$ cat config.mk
export PLATFORM = sky130hd
export DESIGN_NAME = pipe_hazard_ctrl
export DESIGN_NICKNAME = d
export VERILOG_FILES = /design/src/rtl/pipe_hazard_ctrl.sv
export SDC_FILE = /design/constraint.sdc
export NUM_CORES = 1
export LEC_CHECK = 0
export BUFFER_PORTS_ARGS = -buffer_cell sky130_fd_sc_hd__buf_2
export CORE_AREA = 2 2 82 84
export DETAILED_ROUTE_END_ITERATION = 6
export DIE_AREA = 0 0 84 86
export PLACE_DENSITY = 0.63
export SYNTH_ARGS = -nofsm -noshare
export SYNTH_HDL_FRONTEND = slang
export SYNTH_SLANG_ARGS = --single-unit
$ cat constraint.sdc
create_clock -name clk -period 2.4 [get_ports clk]
set_input_delay 0.36 -clock clk [delete_from_list [all_inputs] [get_ports clk]]
set_output_delay 0.36 -clock clk [all_outputs]
set_load 0.03 [all_outputs]
$ cat src/rtl/pipe_hazard_ctrl.sv
// Stall/flush sequencer for the 5-stage pipe: memory-handshake freeze, load-use bubble,
// branch squash, data-memory timeout detection and a saturating stall-cycle counter.
module pipe_hazard_ctrl #(
    parameter int MEM_TIMEOUT = 64,
    parameter int CNT_W       = 16
) (
    input  logic             clk,
    input  logic             rst,
    input  logic             memreadE,
    input  logic [4:0]       dstregE,
    input  logic [4:0]       rsD,
    input  logic [4:0]       rtD,
    input  logic             usesrsD,
    input  logic             usesrtD,
    input  logic             branch_takenD,
    input  logic             memreqM,
    input  logic             mem_ack,
    output logic             pc_en,
    output logic             ifid_en,
    output logic             ifid_flush,
    output logic             idex_en,
    output logic             idex_flush,
    output logic             exmem_en,
    output logic             memwb_bubble,
    output logic             dmem_req,
    output logic             mem_err,
    output logic [CNT_W-1:0] stall_cnt
);

    typedef enum logic [1:0] {RUN, MWAIT, MERR} state_t;

    localparam logic [CNT_W:0] TO_LIM = (CNT_W+1)'(MEM_TIMEOUT);

    state_t           state, stateNext;
    logic [CNT_W-1:0] waitCnt, stallCnt;
    logic [CNT_W:0]   waitInc;
    logic             loadUse, timeoutHit;

    assign loadUse = memreadE && (dstregE != 5'd0) &&
                     ((usesrsD && (rsD == dstregE)) || (usesrtD && (rtD == dstregE)));

    // Timeout fires on the un-acked cycle that brings the wait count up to the limit.
    assign waitInc    = {1'b0, waitCnt} + (CNT_W+1)'(1);
    assign timeoutHit = (MEM_TIMEOUT != 0) && (waitInc >= TO_LIM);

    assign mem_err   = (state == MERR);
    assign stall_cnt = stallCnt;

    always_comb begin
        stateNext    = state;
        pc_en        = 1'b1;
        ifid_en      = 1'b1;
        ifid_flush   = 1'b0;
        idex_en      = 1'b1;
        idex_flush   = 1'b0;
        exmem_en     = 1'b1;
        memwb_bubble = 1'b0;
        dmem_req     = memreqM;
        case (state)
            RUN: begin
                if (memreqM && !mem_ack) begin
                    pc_en        = 1'b0;
                    ifid_en      = 1'b0;
                    idex_en      = 1'b0;
                    exmem_en     = 1'b0;
                    memwb_bubble = 1'b1;
                    dmem_req     = 1'b1;
                    stateNext    = timeoutHit ? MERR : MWAIT;
                end else if (loadUse) begin
                    pc_en      = 1'b0;
                    ifid_en    = 1'b0;
                    idex_flush = 1'b1;
                end else if (branch_takenD) begin
                    ifid_flush = 1'b1;
                end
            end
            MWAIT: begin
                dmem_req = 1'b1;
                if (mem_ack) begin
                    stateNext = RUN;
                end else begin
                    pc_en        = 1'b0;
                    ifid_en      = 1'b0;
                    idex_en      = 1'b0;
                    exmem_en     = 1'b0;
                    memwb_bubble = 1'b1;
                    stateNext    = timeoutHit ? MERR : MWAIT;
                end
            end
            MERR: begin
                pc_en        = 1'b0;
                ifid_en      = 1'b0;
                idex_en      = 1'b0;
                exmem_en     = 1'b0;
                memwb_bubble = 1'b1;
                dmem_req     = 1'b0;
            end
            default: stateNext = RUN;
        endcase
        // Reset overrides everything and drops any outstanding request immediately.
        if (rst) begin
            stateNext    = RUN;
            pc_en        = 1'b0;
            ifid_en      = 1'b0;
            ifid_flush   = 1'b1;
            idex_en      = 1'b0;
            idex_flush   = 1'b1;
            exmem_en     = 1'b0;
            memwb_bubble = 1'b1;
            dmem_req     = 1'b0;
        end
    end

    always_ff @(posedge clk) begin
        if (rst) begin
            state    <= RUN;
            waitCnt  <= '0;
            stallCnt <= '0;
        end else begin
            state <= stateNext;
            if (mem_ack)
                waitCnt <= '0;
            else if (dmem_req && (waitCnt != '1))
                waitCnt <= waitCnt + 1'b1;
            if (!pc_en && (stallCnt != '1))
                stallCnt <= stallCnt + 1'b1;
        end
    end

endmodule

======== Word-level counts from Yosys, hierarchy flattened ========
Index checks and enable logic that the tools add are counted.
operators by class
  add/subtract/negate cells ............... 3
  order comparisons ....................... 1
  equality and inequality tests ........... 7
  mux-type cells .......................... 28
  bitwise gates (word level) .............. 1
  reductions and logical operators ........ 14
operator list
  cell                                                  number
  adder 16 x 1 -> 16 bit, second input constant         2
  != test 16 bit, second input constant                 2
  two-way mux 1 bit                                     20
  adder 16 x 1 -> 17 bit, second input constant         1
  >= comparator 17 x 7 -> 1 bit, second input constant  1
  one-hot mux 1 bit (3 select lines)                    4
  equality test 5 bit                                   2
  logical AND 1 bit                                     7
  two-way mux 2 bit                                     3
  one-hot mux 2 bit (3 select lines)                    1
  nonzero test 5 bit                                    1
  equality test 2 x 1 -> 1 bit, second input constant   1
  equality test 2 bit, second input constant            1
  zero test 1 bit                                       2
  zero test 2 bit                                       1
  != test 2 bit, second input constant                  1
  AND reduction 2 bit                                   1
  OR reduction 2 bit                                    1
  logical OR 1 bit                                      1
  inverter 1 bit                                        1
word-level totals
  register bits after elaboration ......... 34

======== Longest topological paths before layout ========
Gate-level depths: netlist of the first run.
  depth in word-level cells ............... 10
  depth in mapped cells ................... 9
  depth with buffers taken out ............ 7

======== Worst setup path before layout of the first run ========
OpenSTA, ideal clock, no wires.
  kind .................................... input -> output
  start point ............................. input port dstregE[1]
  end point ............................... output port pc_en
  data arrival time ....................... 2294 ps
  required time ........................... 2040 ps
  path slack .............................. -254 ps
  stages .................................. 9
  path buffers ............................ 3
  cells stage by stage .................... or4_1 o21ai_1 inv_1 a21boi_2 buf_4 buf_4 nor2_1 nor2_1 buf_4
between the ends
  cells in the longest elaborated chain, start to end .. 8
  elaborated cells on any way between the ends .. 12
RTL lines
  what                                  RTL line  text
  start: declaration                    10        input logic [4:0] dstregE,
  equality test 5 bit                   40        ((usesrsD && (rsD == dstregE)) || (usesrtD && (rtD == dstregE)));
  logical AND 1 bit                     40
  logical OR 1 bit                      40
  logical AND 1 bit *                   39        assign loadUse = memreadE && (dstregE != 5'd0) &&
  two-way mux 1 bit * (2 in a row)      --
  one-hot mux 1 bit (3 select lines) *  --
  two-way mux 1 bit *                   --
  end: declaration                      18        output logic pc_en,
Every way passes the cells marked *; elsewhere a longest branch is shown, timed or not.

======== Final worst setup path of the first run ========
  start point ............................. input port dstregE[1]
  end point ............................... output port pc_en
between the ends
  cells in the longest elaborated chain, start to end .. 8
  elaborated cells on any way between the ends .. 12
RTL lines
  what                                  RTL line  text
  equality test 5 bit                   40
  logical AND 1 bit                     40
  logical OR 1 bit                      40
  logical AND 1 bit *                   39
  two-way mux 1 bit *                   69        end else if (loadUse) begin
  two-way mux 1 bit *                   61        if (memreqM && !mem_ack) begin
  one-hot mux 1 bit (3 select lines) *  59        case (state)
  two-way mux 1 bit *                   101       if (rst) begin
Marks and branches as above.

==> results of run 1 <==
[cells by family after synthesis]
| logic type | synth area share [%] |
|---|---|
| xor gates and xnor gates | 9.42 |
| AOI/OAI and AO/OA | 17.7 |
| adders and majority gates | 1.17 |
| and+or+nand+nor | 33.0 |
| muxes | 0.994 |
| DFF | 31.8 |
| buffers and inverters | 5.91 |
[critical path, stage by stage]
cell and delay [ns]:
buf_2 0.12, or4_1 0.52, o21ai_1 0.14, inv_1 0.09
a21boi_4 0.23, nor2_1 0.11, nor2_4 0.08, buf_2 0.19
[timing repair]
item / CTS / global route
setup buffers: 0 / 0
resized for setup: 0 / 1
endpoints found under the setup margin: 0 / 3
[sequential cells by signal, indices dropped and copies added (netlist names)]
signal     cells
stall_cnt     16
state          2
waitCnt       16
[worst max path at each step]
stage	end	cells after the start	startpoint
2_1_floorplan	pc_en	9	dstregE[1]
3_3_place_gp	pc_en	8	dstregE[1]
6_report	pc_en	8	dstregE[1]
3_5_place_dp	stall_cnt[5]	8	dstregE[1]
5_1_grt	pc_en	8	dstregE[1]
4_1_cts	pc_en	8	dstregE[1]
[where the power goes]
part / internal (mW) / switching [mW]
clock network: 0.231 / 0.222
registers: 0.568 / 0.00632
logic: 0.0641 / 0.103
[cell type report]
cell class                      instances  area, um2  area share, %
Multi-Input combinational cell        213       1350           52.3
Sequential cell                        34        681           26.4
Timing Repair Buffer                   58        318           12.3
Tap cell                               77       96.3           3.74
Clock buffer                            6       82.6           3.21
Inverter                               10       37.5           1.46
Clock inverter                          2       12.5          0.486
[synthesized netlist by cell type (all sizes together), types with 2 or more instances]
| library cell | number |
|---|---|
| clkbuf | 9 |
| dfxtp | 34 |
| nor3 | 6 |
| xnor2 | 21 |
| or4 | 12 |
| o21ai | 11 |
| inv | 10 |
| nand2b | 2 |
| o31ai | 11 |
| and3 | 5 |
| nor2 | 26 |
| o21a | 2 |
| and4 | 3 |
| nand2 | 21 |
| xor2 | 2 |
| nor4 | 4 |
| nor4b | 3 |
| and2 | 4 |
| or3 | 5 |
| a211oi | 5 |
| ha | 2 |
| nand4 | 12 |
| a21oi | 23 |
| nand3 | 14 |
| or2 | 4 |
| buf | 9 |
[placed cells by master (no fill, tap or decap), types with 3 or more instances in the layout]
cell,Yosys,layout
buf_2,5,47
dfxtp_1,34,34
nor2_1,26,25
a21oi_1,23,23
nand2_1,21,21
xnor2_1,21,21
nand3_1,14,14
or4_1,12,12
o31ai_1,11,11
buf_4,4,11
inv_1,10,10
nand4_1,10,10
o21ai_1,7,7
nor3_1,6,6
clkbuf_8,0,6
a211oi_1,5,5
and3_1,5,5
or3_1,5,5
nor4_1,4,4
and2_1,4,4
o21ai_0,4,4
and4_1,3,3
[metrics by stage]
step	std cells	worst slack [ns]	utilization [%]	hold WS (ns)	power (mW)
after floorplan	275	0.0262	-	0.462	0.693
after global placement	392	0.101	39.4	0.480	0.752
after detailed placement	392	0.0838	39.4	0.487	0.753
after CTS	400	0.0843	40.9	0.375	1.21
after global routing	400	0.0620	41.0	0.389	1.25
final	400	0.187	41.0	0.386	1.19
[layer usage]
metal / part of all wire (%) / routed length [um]
met1: 49 / 2550
met2: 46 / 2440
met3: 4.2 / 219
met4: 0.93 / 49
met5: 0 / 0
==> impl_metrics.py, run 1 <==
metrics = {
    "logic_synthesis": {
        "synth_cells": 275,
        "netlist_top_cells_area": "dfxtp_1 32%, xnor2_1 8.6%, a21oi_1 5.4%, nor2_1 4.6%, or4_1 4.2%",
        "ys_seq_area_share_pct": 31.8,
        "avgSynthCellArea_um2": 7.78,
        "ys_warn_count": 0,
        "synthArstFlopShare_pct": 0,
        "syn-num-nets": 300,
        "synth_edf_count": 0,
        "syn-cell-area_mm2": 0.00214,
        "yosysTopAreaCell": "dfxtp_1",
        "synth_top_area_share_pct": 31.8,
        "ys.flop_type": "dfxtp_1",
        "yosysUniqueCellTypes": 48,
        "ys_seq_elements": 34,
    },
    "timing": {
        "tightest_slew_ns": 0.566,
        "maxSlewViolCount": 0,
        "period_needed_ns": 2.21,
        "max_freq_ghz": 0.452,
        "min_period_over_period_pct": 92.2,
        "fin_worst_skew_ns": 0.00872,
        "setup_viol_count_final": 0,
        "rsz0062_at_grt": "no",
        "fin_setup_tns_ns": 0,
        "slew_headroom_pct": 62.2,
        "hold_violations": 0,
    },
    "grt": {
        "antenna_found_initial": 0,
        "grtUsageTotal_pct": 14.8,
        "first_global_vias": 2001,
        "top_usage_layer": "met2",
        "use_met3_pct": 3.37,
        "gr-usage-met1_pct": 18.1,
        "grt_pass1_wl_um": 8910,
        "grt_max_degree": 15,
        "met2_usage_pct": 26.0,
        "grt-ovfl-total": 0,
    },
    "drt": {
        "wire_per_inst_um": 13.2,
        "vias": 2170,
        "ant_nets": 0,
        "finalWirelength_um": 5260,
        "dr.pass1.iters": 5,
        "via_per_inst": 5.43,
        "drc": 0,
        "drtIter0Drc": 47,
    },
    "clock_tree": {
        "ctsRootBufferMaster": "clkbuf_8",
        "path_clk_slew_ns": 0.07,
        "cts_tree": "built",
        "htree_levels": 2,
        "cts_made_buffers": 5,
        "clock_latency_ns": 0.29,
        "clock-sinks": 34,
        "ctsHoldBuffers": 0,
        "cts_buffer_depth": 2,
    },
    "place": {
        "gp_congestion": 0.807,
        "dp_hpwl_um": 3930,
        "dpl_cell_area_mm2": 0.00247,
        "port_buffers": 47,
    },
    "layout": {
        "fill_cells": 684,
        "diodes": 0,
        "postLayoutCellArea_mm2": 0.00257,
        "drive_gt1_share_pct": 23.5,
        "layout.nets": 347,
        "syn2layout_area_growth_pct": 20.4,
    },
    "critical_path": {
        "critical_path_class": "in2out",
        "r2r-start": "stall_cnt[0]",
        "cp.required_ns": 2.04,
        "end_kind": "output port",
        "start_kind": "input port",
        "cp.arrival_ns": 1.85,
        "timing.rr.end": "stall_cnt[11]",
        "rr_worst_depth": 7,
        "cp_max_fo": 7,
        "rrSetupSlack_ns": 0.27,
    },
    "floorplanning": {
        "die_w_um": 84,
        "num_rows": 29,
        "start_util_pct": 34.1,
        "die_area_mm2": 0.00722,
        "core_mm2": 0.00628,
        "io_pins": 48,
        "die_h_um": 86,
    },
    "hold_path": {
        "hold_end": "stall_cnt[1]",
        "hp-class": "in2reg",
        "worstHoldStart": "rst",
        "whs_path_depth": 2,
    },
    "power_and_ir_drop": {
        "p_per_area_mw_per_mm2": 464,
        "peakVddDrop_uv": 263,
        "power_leakage_nw": 0.950,
    },
    "flow_run": {
        "cap_violations": 0,
    },
    "run_status": {
        "status": "finished, final reports clean",
    },
}
Power figures use the tool's default switching activity.
==> inputs of run 2 (changes only) <==
PLACE_DENSITY = default   (was 0.63)
REMOVE_ABC_BUFFERS = 1   (was default)
==> impl_metrics.py, run 2 (synthesized netlist as in run 1, its figures left out) <==
metrics = {
    "timing": {
        "fin_setup_tns_ns": 0,
        "setup_viol_count_final": 0,
        "hold_violations": 0,
        "period_needed_ns": 2.17,
        "timing.final.ws_setup_ns": 0.234,
        "slew_headroom_pct": 65.7,
        "min_period_over_period_pct": 90.2,
        "tightest_slew_ns": 0.514,
        "rsz0062_at_grt": "no",
        "maxSlewViolCount": 0,
        "max_freq_ghz": 0.462,
        "fin_worst_skew_ns": 0.00684,
    },
    "clock_tree": {
        "ctsRootBufferMaster": "clkbuf_8",
        "post_cts.repair.setup_buffers": 0,
        "cts_buffer_depth": 2,
        "clock-sinks": 34,
        "clock_latency_ns": 0.29,
        "cts_tree": "built",
        "cts_made_buffers": 5,
        "cts_resized": 0,
        "ctsHoldBuffers": 0,
        "htree_levels": 2,
        "path_clk_slew_ns": 0.07,
    },
    "floorplanning": {
        "die_w_um": 84,
        "start_util_pct": 34.1,
        "core_mm2": 0.00628,
        "die_area_mm2": 0.00722,
        "io_pins": 48,
        "die_h_um": 86,
        "num_rows": 29,
    },
    "critical_path": {
        "r2r-start": "stall_cnt[0]",
        "cp.required_ns": 2.04,
        "cp.arrival_ns": 1.81,
        "start_kind": "input port",
        "critical_path_class": "in2out",
        "timing.rr.end": "stall_cnt[11]",
        "endpoint": "ifid_en",
        "cp_max_fo": 3,
        "rr_worst_depth": 7,
        "rrSetupSlack_ns": 0.29,
        "end_kind": "output port",
        "cp-startpoint": "dstregE[1]",
    },
    "layout": {
        "postLayoutCellArea_mm2": 0.00259,
        "layout_common_cells": "47 x buf_2, 34 x dfxtp_1, 26 x nor2_1",
        "diodes": 0,
        "fill_cells": 668,
        "finalCoreUtilization_pct": 41.2,
        "final_common_cell": "buf_2",
        "drive_gt1_share_pct": 23.2,
        "layout.nets": 347,
        "syn2layout_area_growth_pct": 20.9,
    },
    "drt": {
        "drc": 0,
        "finalWirelength_um": 4890,
        "via_per_inst": 5.20,
        "vias": 2081,
        "wire_per_inst_um": 12.2,
        "ant_nets": 0,
        "dr.pass1.iters": 4,
        "drtIter0Drc": 39,
    },
    "run_status": {
        "status": "finished, final reports clean",
    },
    "grt": {
        "antenna_found_initial": 0,
        "grt-ovfl-total": 0,
        "first_global_vias": 1881,
        "grtUsageTotal_pct": 13.9,
        "grt_pass1_wl_um": 8410,
        "grt_max_degree": 32,
    },
    "power_and_ir_drop": {
        "power_leakage_nw": 0.960,
        "p_per_area_mw_per_mm2": 487,
        "peakVddDrop_uv": 361,
    },
    "place": {
        "port_buffers": 47,
        "gp_congestion": 0.830,
        "dpl_cell_area_mm2": 0.00248,
        "dpl_worst_slack_ns": 0.221,
        "dp_hpwl_um": 3570,
    },
    "flow_run": {
        "cap_violations": 0,
    },
    "hold_path": {
        "hp-class": "reg2reg",
    },
}
## run 2: per-layer routing
metal  up-vias  GRT usage (%)  wire, um
met5         -              0         0
met4         0           3.37        15
met3         2           4.72       180
met2        30           21.7      2220
met1       948           18.7      2480
li1       1101              -         -
## run 2: per-stage QoR
stage,std cells,hold WS (ns),power [mW]
after floorplan,257,0.429,0.675
after global placement,392,0.479,0.751
after detailed placement,392,0.482,0.752
after CTS,400,0.486,1.28
after global routing,400,0.526,1.32
final,400,0.488,1.26
## run 2: cell type report
type / count / area [um2] / share of cell area (%)
repair buffers: 58 / 330 / 12.8
well taps: 77 / 96.3 / 3.73
multi-input cells: 213 / 1330 / 51.5
flip-flops and latches: 34 / 681 / 26.3
clock buffers: 5 / 68.8 / 2.66
clock inverters: 3 / 40.0 / 1.55
inverters: 10 / 37.5 / 1.45
## run 2: worst min-delay path by stage
stage	from	to	slack (ns)	depth (start not counted)
global route	rst	stall_cnt[8]	0.53	3
finish	waitCnt[1]	waitCnt[1]	0.49	2
floorplan	rst	stall_cnt[0]	0.43	1
detailed placement	waitCnt[1]	waitCnt[1]	0.48	2
CTS	mem_ack	state[1]	0.49	6
global placement	waitCnt[1]	waitCnt[1]	0.48	2
## run 2: where the power goes
part	internal [mW]	switching [mW]
Combinational	0.0643	0.0999
Clock	0.306	0.216
Sequential	0.569	0.00553
## run 2: worst max-delay path, stage by stage
cell      delay, ns
buf_2          0.12
or4_1          0.52
o21ai_1        0.13
inv_1          0.07
a21boi_2       0.22
nor2_1         0.06
nor2_1         0.11
buf_2          0.21
